<file path="src/rtl/duc_config_sequencer_pkg.sv">
// Shared definitions for the DUC configuration sequencer.
// Register offsets, controller states and the queued command layout.
package duc_config_sequencer_pkg;

  localparam int SR_PHASE_INC = 0;
  localparam int SR_SCALE     = 1;
  localparam int SR_RATE      = 2;

  typedef enum logic [1:0] {
    IDLE    = 2'd0,
    QUIESCE = 2'd1,
    WRITE   = 2'd2,
    SETTLE  = 2'd3
  } state_t;

  typedef struct packed {
    logic [7:0]  addr;
    logic [31:0] data;
  } cmd_t;

  function automatic int cnt_width(input int a, input int b);
    int m;
    m = (a > b) ? a : b;
    return ($clog2(m) < 1) ? 1 : $clog2(m);
  endfunction

endpackage

</file>
<file path="src/rtl/duc_config_sequencer_cmd_fifo.sv">
// Synchronous command FIFO, 40 bits wide, 2**DEPTH_LOG2 deep.
// Pointers carry one extra wrap bit to tell full from empty.
module duc_cmd_fifo
  import duc_config_sequencer_pkg::*;
#(
  parameter int DEPTH_LOG2 = 2
) (
  input  logic clk,
  input  logic rst_n,
  input  logic clr,
  input  cmd_t wr_data,
  input  logic wr_en,
  output logic full,
  output cmd_t rd_data,
  input  logic rd_en,
  output logic empty
);

  localparam int DEPTH = 1 << DEPTH_LOG2;

  cmd_t mem [DEPTH];
  logic [DEPTH_LOG2:0] wr_ptr;
  logic [DEPTH_LOG2:0] rd_ptr;
  logic push;
  logic pop;

  assign full  = (wr_ptr ^ rd_ptr) == {1'b1, {DEPTH_LOG2{1'b0}}};
  assign empty = wr_ptr == rd_ptr;
  assign push  = wr_en & ~full;
  assign pop   = rd_en & ~empty;

  assign rd_data = mem[rd_ptr[DEPTH_LOG2-1:0]];

  always_ff @(posedge clk) begin
    if (push && !clr)
      mem[wr_ptr[DEPTH_LOG2-1:0]] <= wr_data;
  end

  always_ff @(posedge clk or negedge rst_n) begin
    if (!rst_n) begin
      wr_ptr <= '0;
      rd_ptr <= '0;
    end else if (clr) begin
      wr_ptr <= '0;
      rd_ptr <= '0;
    end else begin
      if (push)
        wr_ptr <= wr_ptr + 1'b1;
      if (pop)
        rd_ptr <= rd_ptr + 1'b1;
    end
  end

endmodule

</file>
<file path="src/rtl/duc_config_sequencer.sv">
// Sequences settings writes into one DUC chain, making rate
// changes glitch-safe by quiescing run around the write.
module duc_config_sequencer
  import duc_config_sequencer_pkg::*;
#(
  parameter logic [7:0] BASE            = 8'd0,
  parameter int         FIFO_DEPTH_LOG2 = 2,
  parameter int         FLUSH_CYCLES    = 64,
  parameter int         SETTLE_CYCLES   = 4
) (
  input  logic        clk,
  input  logic        rst_n,
  input  logic        clr,
  input  logic [7:0]  cmd_addr,
  input  logic [31:0] cmd_data,
  input  logic        cmd_valid,
  output logic        cmd_ready,
  input  logic        run_in,
  output logic        run_out,
  output logic        set_stb,
  output logic [7:0]  set_addr,
  output logic [31:0] set_data,
  output logic        busy,
  output logic [15:0] rate_chg_cnt
);

  localparam int CW = cnt_width(FLUSH_CYCLES, SETTLE_CYCLES);
  localparam logic [CW-1:0] FLUSH_LOAD  = CW'(FLUSH_CYCLES - 1);
  localparam logic [CW-1:0] SETTLE_LOAD = CW'(SETTLE_CYCLES - 1);
  localparam logic [7:0]    RATE_ADDR   = BASE + 8'(SR_RATE);

  state_t        state;
  state_t        state_nxt;
  logic          hold;
  logic          hold_nxt;
  logic [CW-1:0] cnt;
  logic [CW-1:0] cnt_nxt;
  cmd_t          cmd_r;
  cmd_t          cmd_nxt;
  logic          is_rate;
  logic          is_rate_nxt;
  logic [15:0]   rcnt_nxt;
  cmd_t          last;
  cmd_t          head;
  logic          full;
  logic          empty;
  logic          pop;
  logic          stb;

  duc_cmd_fifo #(
    .DEPTH_LOG2(FIFO_DEPTH_LOG2)
  ) u_fifo (
    .clk    (clk),
    .rst_n  (rst_n),
    .clr    (clr),
    .wr_data({cmd_addr, cmd_data}),
    .wr_en  (cmd_valid),
    .full   (full),
    .rd_data(head),
    .rd_en  (pop),
    .empty  (empty)
  );

  always_comb begin
    state_nxt   = state;
    hold_nxt    = hold;
    cnt_nxt     = cnt;
    cmd_nxt     = cmd_r;
    is_rate_nxt = is_rate;
    rcnt_nxt    = rate_chg_cnt;
    pop         = 1'b0;
    stb         = 1'b0;
    if (clr) begin
      state_nxt = IDLE;
      hold_nxt  = 1'b0;
    end else begin
      unique case (state)
        IDLE: begin
          if (!empty) begin
            pop         = 1'b1;
            cmd_nxt     = head;
            is_rate_nxt = head.addr == RATE_ADDR;
            if (head.addr == RATE_ADDR && run_in) begin
              hold_nxt  = 1'b1;
              cnt_nxt   = FLUSH_LOAD;
              state_nxt = QUIESCE;
            end else begin
              state_nxt = WRITE;
            end
          end
        end
        QUIESCE: begin
          if (cnt == '0)
            state_nxt = WRITE;
          else
            cnt_nxt = cnt - 1'b1;
        end
        WRITE: begin
          stb = 1'b1;
          if (is_rate) begin
            cnt_nxt   = SETTLE_LOAD;
            state_nxt = SETTLE;
          end else begin
            state_nxt = IDLE;
          end
        end
        SETTLE: begin
          if (cnt == '0) begin
            hold_nxt  = 1'b0;
            rcnt_nxt  = rate_chg_cnt + 16'd1;
            state_nxt = IDLE;
          end else begin
            cnt_nxt = cnt - 1'b1;
          end
        end
        default: state_nxt = IDLE;
      endcase
    end
  end

  always_ff @(posedge clk or negedge rst_n) begin
    if (!rst_n) begin
      state        <= IDLE;
      hold         <= 1'b0;
      cnt          <= '0;
      cmd_r        <= '0;
      is_rate      <= 1'b0;
      rate_chg_cnt <= '0;
      last         <= '0;
    end else begin
      state        <= state_nxt;
      hold         <= hold_nxt;
      cnt          <= cnt_nxt;
      cmd_r        <= cmd_nxt;
      is_rate      <= is_rate_nxt;
      rate_chg_cnt <= rcnt_nxt;
      if (stb)
        last <= cmd_r;
    end
  end

  // Outputs show the live command while strobing, the last write otherwise.
  assign set_stb   = stb;
  assign set_addr  = stb ? cmd_r.addr : last.addr;
  assign set_data  = stb ? cmd_r.data : last.data;
  assign run_out   = run_in & ~hold;
  assign cmd_ready = ~full;
  assign busy      = (state != IDLE) | ~empty;

endmodule

</file>
<file path="config.mk">
export PLATFORM = sky130hd
export DESIGN_NAME = duc_config_sequencer
export DESIGN_NICKNAME = d
export VERILOG_FILES = /design/src/rtl/duc_config_sequencer_pkg.sv /design/src/rtl/duc_config_sequencer_cmd_fifo.sv /design/src/rtl/duc_config_sequencer.sv
export SDC_FILE = /design/constraint.sdc
export NUM_CORES = 1
export LEC_CHECK = 0
export CORE_MARGIN = 5
export CORE_UTILIZATION = 35
export CTS_CLUSTER_DIAMETER = 200
export DETAILED_ROUTE_END_ITERATION = 10
export GPL_TIMING_DRIVEN = 1
export PLACE_DENSITY = 0.6
export SLEW_MARGIN = 5
export SYNTH_ARGS = -nofsm -noshare
export SYNTH_HDL_FRONTEND = slang
export SYNTH_HIERARCHICAL = 1
export SYNTH_SLANG_ARGS = --single-unit
export TNS_END_PERCENT = 10
</file>
<file path="constraint.sdc">
create_clock -name clk -period 14.05 [get_ports clk]
set_input_delay 1.405 -clock clk [delete_from_list [all_inputs] [get_ports clk]]
set_output_delay 1.405 -clock clk [all_outputs]
set_load 0.05 [all_outputs]
</file>
Word-level counts from Yosys, hierarchy flattened
Memories as Yosys holds them, arrays and structs flattened. Index checks and enable logic that the tools add are counted.

Register bits after elaboration: 112. RAM bits: 160. Word-level logic and storage cells: 84. Memories kept: 1.

$add $sub $neg: 4. Equal/unequal tests: 14. Muxes and demuxes: 30. Bitwise gates (word level): 9. Reduce and logical (&&, ||, !) cells: 15.

Memories: u_fifo.mem (depth 4, bits a word 40, rd ports 1, clocked after memory_dff 0, write ports 1, line duc_config_sequencer_cmd_fifo.sv:21) `cmd_t mem [DEPTH];`.

Operator list (number): $mux 32 (1); $mux 6 (4); $pmux 6 s3 (1); $add 16x1->16 const B (1); $mux 2 (6); $mux 3 (4); $ne 3x3->1 const B (4); $mux 1 (11); $reduce_and 3->1 (3); $eq 8x2->1 const B (1); $mux 8 (1); $ne 2x2->1 const B (4); $pmux 2 s4 (1); $add 3x1->3 const B (2); $logic_not 6->1 (1); $reduce_bool 2->1 (3); $sub 6x1->6 const B (1); $reduce_and 5->1 (1); $eq 2x2->1 const B (2); $not 1->1 (4); $reduce_and 4->1 (1); $and 1x1->1 (3); $eq 3x3->1 (1); $eq 3x3->1 const B (1); other kinds (9) (10).

Depth between registers and ports, before layout
Gate-level depths: netlist (run 1).

Depth after elaboration: 7. Depth in mapped cells: 9. Mapped depth without buffers: 7.

Hierarchy
Netlist (run 1), hierarchy kept.

Modules (own cells, without submodules): duc_cmd_fifo (instances 1, cells an instance 273, area an instance 6322.3 µm², seq. area each 4954.8 µm²); duc_config_sequencer (instances 1, cells an instance 303, area an instance 4398.0 µm², seq. area each 2652.5 µm²).

Least setup slack after synthesis (run 1)
Ideal clock, no wire load.

Path type: input to register. Start: input port clr. End: memory u_fifo/mem[0][0] in the netlist's numbering, enable pin. Setup time: 0.511 ns. Arrival time: 4.855 ns. Setup slack: 8.684 ns. Stages: 3. Buffers on the path: 1. Path through: buf_1 -> nand2b_1 -> a311oi_1.

Longest elaborated chain between the ends: 4.

Ends and longest elaborated chain: start, declared (line duc_config_sequencer.sv:13) `input logic clr,`; $logic_not 1->1 (line duc_config_sequencer_cmd_fifo.sv:35) `if (push && !clr)`; $logic_and 1x1->1 (line duc_config_sequencer_cmd_fifo.sv:35); $mux 1 (line duc_config_sequencer_cmd_fifo.sv:35); $mux 1 (not written as such) (line duc_config_sequencer_cmd_fifo.sv:36) `mem[wr_ptr[DEPTH_LOG2-1:0]] <= wr_data;`; end, declared (line duc_config_sequencer_cmd_fifo.sv:21).

No other way between the ends.

Final worst setup path (run 1)
Start: input port clr. End: output port set_data[1].

Longest elaborated chain between the ends: 2.

Ends and longest elaborated chain: $mux 1 (line duc_config_sequencer.sv:73) `if (clr) begin`; $mux 32 (line duc_config_sequencer.sv:145) `assign set_data = stb ? cmd_r.data : last.data;`; end, declared (line duc_config_sequencer.sv:22) `output logic [31:0] set_data,`.

No other way between the ends.

==> results.cfg, run 1 <==
[synthesis]
synth_top_family_by_area = multiplexers
synthMuxAreaShare = 0.169
synth.distinct_cells = 52
ys.flop_type = edfxtp_1
synthAdderAreaFrac = 0.00934
yosysSeqAreaShare = 0.710
synth_compound_gate_area_share = 0.0309
avgSynthCellArea_sq_um = 18.6
synth_edf_count = 160
synth.net_count = 629
synth_xor_area_frac = 0.0186
synth-seq-cells = 272
syn-instance-count = 576
ys_warn_count = 6
netlist_area_sq_um = 10700
synthArstFlopShare = 0.412
yosys.area_share.simple = 0.0470

[timing]
drv_slew = 0
max_freq_mhz = 164
holdWs_ps = 486
hold_viol_final = 0
tightest_slew_ps = 1250
fin_crit_ps = 6090
finalSetupViolCount = 0
tns_ps = 0
rsz0062_at_grt = no
min_period_over_period = 0.433
skew_ps = 17.1
slew-limit-headroom = 0.167

[floorplanning]
initial_core_util = 0.352
rows = 64
die_area_sq_um = 34200
die_h_microns = 185
coreArea_sq_um = 30400
io_pins = 105
fp.dieW_microns = 185

[power_and_ir_drop]
p_leak_nw = 4.67
power.density_nw_per_um2 = 215
ir_worst_vdd_mv = 0.122

[clock_tree]
cts_tree = built
hold_buffers = 0
cts.path.max_buffers = 3
ctsResizeCount = 0
numCtsBuffers = 30
cts_max_level = 1
post_cts_buffers = 0
cts-root-buf = clkbuf_16
clock_sinks = 272
clock_latency_ps = 540
path_clk_slew_ps = 50

[worst_setup_path]
crit_buf_inv = 3
crit_fanout = 27
path_cells = clkdlybuf4s50_1 > nand2b_1 > nor2_4 > buf_4 > mux2_2 > clkdlybuf4s50_1
critPathArrivalTime_ps = 4680
crit_type = in -> out
reg2reg_depth = 5
crit_slowest_cell = clkdlybuf4s50_1
cpPeakStageDelay_ps = 790
cp.required_ps = 12650
endpoint_kind = output port
crit_family = buffers and inverters
worst_setup_path_start_kind = input pin
crit_cells = 6
cp_common_cell = clkdlybuf4s50_1
r2r_slack_ps = 10810

[flow_run]
drv_cap = 0

[final_layout]
insertedDiodeCount = 0
drive_gt1_frac = 0.269
nNetsFinal = 746
stdcell_area_sq_um = 13200
nFillCells = 2662
seq_area_sq_um = 7610
syn_to_final_growth_pct = 23.0
final_util = 0.433
multi_input_area_sq_um = 2980

[global_route]
grt_use_total = 0.125
first_global_vias = 6031
antenna_found_initial = 0
grt_max_degree = 71
grt_pass1_wl_mm = 33.7
overflow = 0

[routing]
antenna_left = 0
wl_per_cell_microns = 19.0
routed_wl_mm = 21.2
remaining_drc_errors = 0
vias = 5533
drtPass1Iterations = 4
first_iter_violations = 251
routed_via_density = 4.97

[place]
io_buffers = 104
hpwl_mm = 12.6
place.gp.congestion = 0.711
place_area_sq_um = 12200

[worst_hold_path]
hp-class = reg -> reg
hold_depth = 1

[outcome]
status = completed
-- worst paths after layout --
kind / start / end
max: clr / set_data[1]
min: rate_chg_cnt[15] / rate_chg_cnt[15]
max reg2reg: u_fifo/rd_ptr[0] / cnt[2]
min reg2reg: rate_chg_cnt[15] / rate_chg_cnt[15]
max in group asynchronous: rst_n / u_fifo/rd_ptr[0]
min in group asynchronous: rst_n / cmd_r[31]
-- routing by layer --
metal	GRT usage	up-vias	share of wire
li1	-	2485	-
met1	0.168	2878	0.43
met2	0.210	142	0.49
met3	0.0255	28	0.056
met4	0.0314	0	0.016
met5	0	-	0
-- layout make-up --
type	count	area share
clock inverter	17	0.0102
timing repair buffer	109	0.0816
clock buffer	39	0.0649
inverter	10	0.00285
multi-input combinational	270	0.226
sequential	272	0.577
tap	396	0.0376
-- cells by family after synthesis --
logic type	Yosys count
compound gates	42
simple gates	78
mux	121
flops	272
xor+xnor	21
fa+ha+maj	8
buf+inv	34
-- synthesized netlist by cell type, drive strengths merged, types with 2 or more instances --
| master | count | area, sq um |
|---|---|---|
| a2bb2oi | 3 | 26.3 |
| mux2 | 81 | 912 |
| a21oi | 6 | 30.0 |
| or4 | 3 | 26.3 |
| xnor2 | 12 | 120 |
| nor3 | 8 | 60.1 |
| a211o | 3 | 26.3 |
| inv | 10 | 37.5 |
| nand2b | 7 | 43.8 |
| o211ai | 2 | 15.0 |
| nor2 | 10 | 37.5 |
| or3 | 2 | 12.5 |
| nor3b | 2 | 15.0 |
| a21o | 3 | 22.5 |
| a311oi | 2 | 17.5 |
| edfxtp | 160 | 4800 |
| xor2 | 9 | 78.8 |
| and2 | 4 | 25.0 |
| nor2b | 2 | 12.5 |
| nand4 | 4 | 25.0 |
| dfrtp | 112 | 2800 |
| ha | 8 | 100 |
| o21ai | 5 | 25.0 |
| and3 | 4 | 25.0 |
| a2111oi | 2 | 36.3 |
| o221a | 3 | 33.8 |
| nand2 | 15 | 56.3 |
| nor4 | 3 | 46.3 |
| buf | 24 | 128 |
| a31oi | 6 | 37.5 |
| nand3 | 8 | 40.0 |
| o311ai | 2 | 17.5 |
| mux4 | 40 | 901 |
-- report_power, final --
part / internal (mW) / switching, mW
clock network: 0.462 / 0.303
logic: 0.404 / 0.533
registers: 1.02 / 0.114
total: 1.89 / 0.950
-- registers in the layout (all words and copies together) (netlist names) --
signal,flops
rate_chg_cnt,16
last,40
cmd_r,40
hold,1
state,2
u_fifo/mem,160
is_rate,1
cnt,6
u_fifo/wr_ptr,3
u_fifo/rd_ptr,3
-- worst register-to-register path, cell delays in order, from the launching register on --
cell	delay, ps
dfrtp_4	1040
mux4_2	710
nor4b_2	340
nand3_1	200
a2111oi_4	590
o221a_1	270
-- per-stage QoR --
step,power (mW),instances,setup slack [ps]
global route,2.99,1113,7740
CTS,2.89,1113,7880
global placement,2.08,1057,8000
detailed placement,2.10,1057,7900
floorplan,1.81,576,8680
finish,2.84,1113,7960
-- layout by cell type, fill, tap and decap left out, types with 5 or more instances in the layout --
master,instances
edfxtp_1,160
xor2_1,9
o21ai_0,5
inv_1,10
nand3_1,8
nand2_1,15
mux4_2,40
clkinv_1,7
xnor2_1,10
mux2_2,79
clkbuf_8,5
dfrtp_1,110
nand2b_1,7
clkdlybuf4s50_1,103
buf_4,6
a21oi_1,6
ha_1,8
clkbuf_16,31
clkinv_2,5
a31oi_1,6
nor2_1,9
Note: power is estimated with default switching activity, not from simulation.
==> inputs of run 2 (changes only) <==
- clock period: 14.05 -> 5.8 ns (I/O delays scaled with it)
==> results.cfg, run 2 (same netlist as run 1, synthesis figures left out) <==
[floorplanning]
initial_core_util = 0.352
coreArea_sq_um = 30400
fp.dieW_microns = 185
rows = 64
die_h_microns = 185
io_pins = 105
die_area_sq_um = 34200

[clock_tree]
clock_sinks = 272
ctsResizeCount = 0
cts_tree = built
path_clk_slew_ps = 60
cts-root-buf = clkbuf_16
cts.path.max_buffers = 3
clock_latency_ps = 540
hold_buffers = 0
post_cts_buffers = 0
cts_max_level = 1
numCtsBuffers = 29

[worst_setup_path]
worst_setup_path_start_kind = input pin
cpPeakStageDelay_ps = 780
endpoint_kind = output port
crit_type = in -> out
crit_buf_inv = 3
crit_slowest_cell = clkdlybuf4s50_1
critPathArrivalTime_ps = 3650
cp.required_ps = 5220
crit_family = buffers and inverters
cp_common_cell = clkdlybuf4s50_1
crit_fanout = 18
path_cells = clkdlybuf4s50_1 > nand2b_1 > nor2_4 > buf_4 > mux2_2 > clkdlybuf4s50_1

[routing]
vias = 5569
routed_via_density = 5.00
wl_per_cell_microns = 18.9
antenna_left = 0
remaining_drc_errors = 0
drtPass1Iterations = 4
first_iter_violations = 295
routed_wl_mm = 21.0

[timing]
fin_crit_ps = 4230
skew_ps = 9.71
slew-limit-headroom = 0.181
rsz0062_at_grt = no
tightest_slew_ps = 1230
min_period_over_period = 0.729
drv_slew = 0
max_freq_mhz = 237
finalSetupViolCount = 0
tns_ps = 0
layout_setup_ws_ps = 1570
hold_viol_final = 0
holdWs_ps = 143

[place]
hpwl_mm = 13.1
place_area_sq_um = 12200
place.gp.congestion = 0.711
pre_cts_ws_ps = 1540
io_buffers = 104

[final_layout]
syn_to_final_growth_pct = 22.5
insertedDiodeCount = 0
stdcell_area_sq_um = 13100
final_common_cell = edfxtp_1
nNetsFinal = 748
largest_reg_flops = 160
nFillCells = 2662
drive_gt1_frac = 0.270
final_cell_mix = 160 x edfxtp_1, 110 x dfrtp_1, 103 x clkdlybuf4s50_1, 79 x mux2_2, 40 x mux4_2

[worst_hold_path]
hp-class = in -> async

[global_route]
first_global_vias = 6125
grt_pass1_wl_mm = 34.1
antenna_found_initial = 0
grt_use_total = 0.126
overflow = 0
grt_max_degree = 60

[power_and_ir_drop]
ir_worst_vdd_mv = 0.337
p_leak_nw = 4.65
power.density_nw_per_um2 = 516
p_total_mw = 6.78

[outcome]
status = completed

[flow_run]
drv_cap = 0
==> run 2: layout make-up <==
type	count	area, sq um	share of cell area
clock inverters	12	93.8	0.00715
repair buffers	112	1100	0.0837
well taps	396	495	0.0377
flip-flops and latches	272	7610	0.580
clock buffers	42	815	0.0620
multi-input cells	270	2980	0.227
inverters	10	37.5	0.00286
==> run 2: routing by layer <==
metal | routed length (microns) | vias to the layer above | global-route usage
li1 | - | 2479 | -
met1 | 8810 | 2899 | 0.166
met2 | 10600 | 152 | 0.214
met3 | 1150 | 39 | 0.0222
met4 | 479 | 0 | 0.0373
met5 | 0 | - | 0
==> run 2: path summary, 6_finish.rpt <==
| path | start | to | slack (ps) | cells past startpoint |
|---|---|---|---|---|
| min in group clk | rate_chg_cnt[15] | rate_chg_cnt[15] | 490 | 1 |
| max reg2reg | u_fifo/rd_ptr[0] | cmd_r[37] | 2210 | 6 |
| min reg2reg | rate_chg_cnt[15] | rate_chg_cnt[15] | 490 | 1 |
| max in group asynchronous | rst_n | u_fifo/rd_ptr[0] | 4410 | 2 |
| min | rst_n | last[30] | 140 | 1 |
| max | clr | set_data[22] | 1570 | 6 |
==> run 2: stage by stage <==
stage          instances   util
2_1_floorplan        576      -
3_3_place_gp        1060  0.402
3_5_place_dp        1060  0.402
4_1_cts             1114  0.431
5_1_grt             1114  0.431
6_report            1114  0.431
==> run 2: where the power goes <==
part	switching [mW]	internal (mW)	total [mW]
clock network	0.725	1.02	1.74
registers	0.276	2.48	2.76
logic	1.29	0.985	2.28
total	2.29	4.49	6.78
==> inputs of run 3 (changes only) <==
- clock period: 5.8 -> 4.3 ns (I/O delays scaled with it)
==> results.cfg, run 3 (same netlist as run 1, synthesis figures left out) <==
[final_layout]
final_common_cell = edfxtp_1
nNetsFinal = 757
largest_reg_flops = 160
final_cells = 1124
insertedDiodeCount = 0
syn_to_final_growth_pct = 24.1
multi_input_area_sq_um = 2980
final_cell_mix = 160 x edfxtp_1, 110 x dfrtp_1, 103 x clkdlybuf4s50_1, 79 x mux2_2, 40 x mux4_2
drive_gt1_frac = 0.277
stdcell_area_sq_um = 13300
seq_area_sq_um = 7610
nFillCells = 2664

[worst_setup_path]
r2r_end = u_fifo/rd_ptr[2]
worstSetupStartpoint = u_fifo/rd_ptr[0]
crit_fanout = 27
endpoint_kind = output port
worst_setup_path_start_kind = flop
path_cells = xnor2_2 > nand2_1 > nor2_1 > nand2_1 > clkdlybuf4s50_1
cp_common_cell = nand2_1
crit_cells = 5
crit_slowest_cell = clkdlybuf4s50_1
critPathArrivalTime_ps = 3200
crit_type = reg -> out
r2r_slack_ps = 1170
crit_family = buffers and inverters
reg2reg_depth = 8
cpPeakStageDelay_ps = 740
crit_buf_inv = 1
cp.required_ps = 3870
reg2reg_from = u_fifo/rd_ptr[0]
critPathCapture = busy

[global_route]
overflow = 0
grt_max_degree = 74
antenna_found_initial = 0
grt_pass1_wl_mm = 34.4
grt_use_total = 0.128
first_global_vias = 6185

[timing]
tightest_slew_ps = 1070
drv_slew = 0
rsz0062_at_grt = no
hold_viol_final = 0
max_freq_mhz = 276
finalSetupViolCount = 0
tns_ps = 0
skew_ps = 17.1
min_period_over_period = 0.843
slew-limit-headroom = 0.289
fin_crit_ps = 3630

[place]
placed_cells = 1068
hpwl_mm = 13.9
io_buffers = 104
place.gp.congestion = 0.770
place_area_sq_um = 12300

[floorplanning]
coreArea_sq_um = 30400
initial_core_util = 0.352
io_pins = 105
die_area_sq_um = 34200
die_h_microns = 185
fp.dieW_microns = 185
rows = 64

[clock_tree]
cts_max_level = 1
hold_buffers = 0
cts.path.max_buffers = 3
clock_latency_ps = 540
path_clk_slew_ps = 60
ctsResizeCount = 0
cts-root-buf = clkbuf_16
clock_sinks = 272
numCtsBuffers = 30
post_cts_buffers = 0
cts_tree = built

[power_and_ir_drop]
p_switching_mw = 3.09
intPower_mw = 6.30
power.density_nw_per_um2 = 706
ir_worst_vdd_mv = 0.541
p_leak_nw = 4.75
switching_share = 0.329
combPwrFrac = 0.333
power_frac_seq = 0.394
power_frac_clock = 0.273

[flow_run]
drv_cap = 0

[routing]
antenna_left = 0
routed_via_density = 4.98
top_layer = met4
first_iter_violations = 306
drtPass1Iterations = 6
routed_wl_mm = 21.7
met3_length_mm = 1.02
remaining_drc_errors = 0
wl_met1_mm = 9.18
vias = 5601
wl_per_cell_microns = 19.3
wl_met2_mm = 11.0

[outcome]
status = completed

[worst_hold_path]
hp-class = in -> async
run 3: area by class of cell:
class,count,share of cell area
Inverter,10,0.00282
Timing Repair Buffer,120,0.0871
Sequential cell,272,0.572
Tap cell,396,0.0372
Clock buffer,44,0.0672
Multi-Input combinational cell,270,0.224
Clock inverter,12,0.00959
run 3: metrics by stage:
stage | hold WS [ps] | setup WS [ps] | utilization | total power [mW]
2_1_floorplan | 134 | 1280 | - | 5.92
6_report | 63.7 | 674 | 0.437 | 9.39
3_5_place_dp | 467 | 1120 | 0.404 | 6.93
4_1_cts | 105 | 628 | 0.437 | 9.55
5_1_grt | 147 | 418 | 0.437 | 9.86
3_3_place_gp | 465 | 1220 | 0.404 | 6.83
run 3: power by group through the flow:
stage               clock (mW)  sequential, mW  combinational, mW
floorplan                    0            3.55               2.38
global placement             0            3.74               3.09
detailed placement           0            3.77               3.16
CTS                       2.65            3.72               3.18
global route              2.76            3.78               3.33
finish                    2.56            3.70               3.13
run 3: worst min-delay path by stage:
| stage | from | endpoint | depth (start not counted) |
|---|---|---|---|
| after floorplan | rst_n | cmd_r[0] | 0 |
| after global placement | rate_chg_cnt[15] | rate_chg_cnt[15] | 1 |
| after detailed placement | rate_chg_cnt[15] | rate_chg_cnt[15] | 1 |
| after CTS | rst_n | last[28] | 1 |
| after global routing | rst_n | last[28] | 1 |
| final | rst_n | last[28] | 1 |
run 3: worst reg2reg max path, delay by kind of cell (launching register included):
family          cells  cell delay, ps
simple gates        5            1270
compound gates      1             290
buf+inv             1             370
xor+xnor            1             280
flops               1             800
run 3: layer usage:
metal  vias up  global-route usage
li1       2493                   -
met1      2922               0.165
met2       148               0.221
met3        38              0.0236
met4         0              0.0361
met5         -                   0
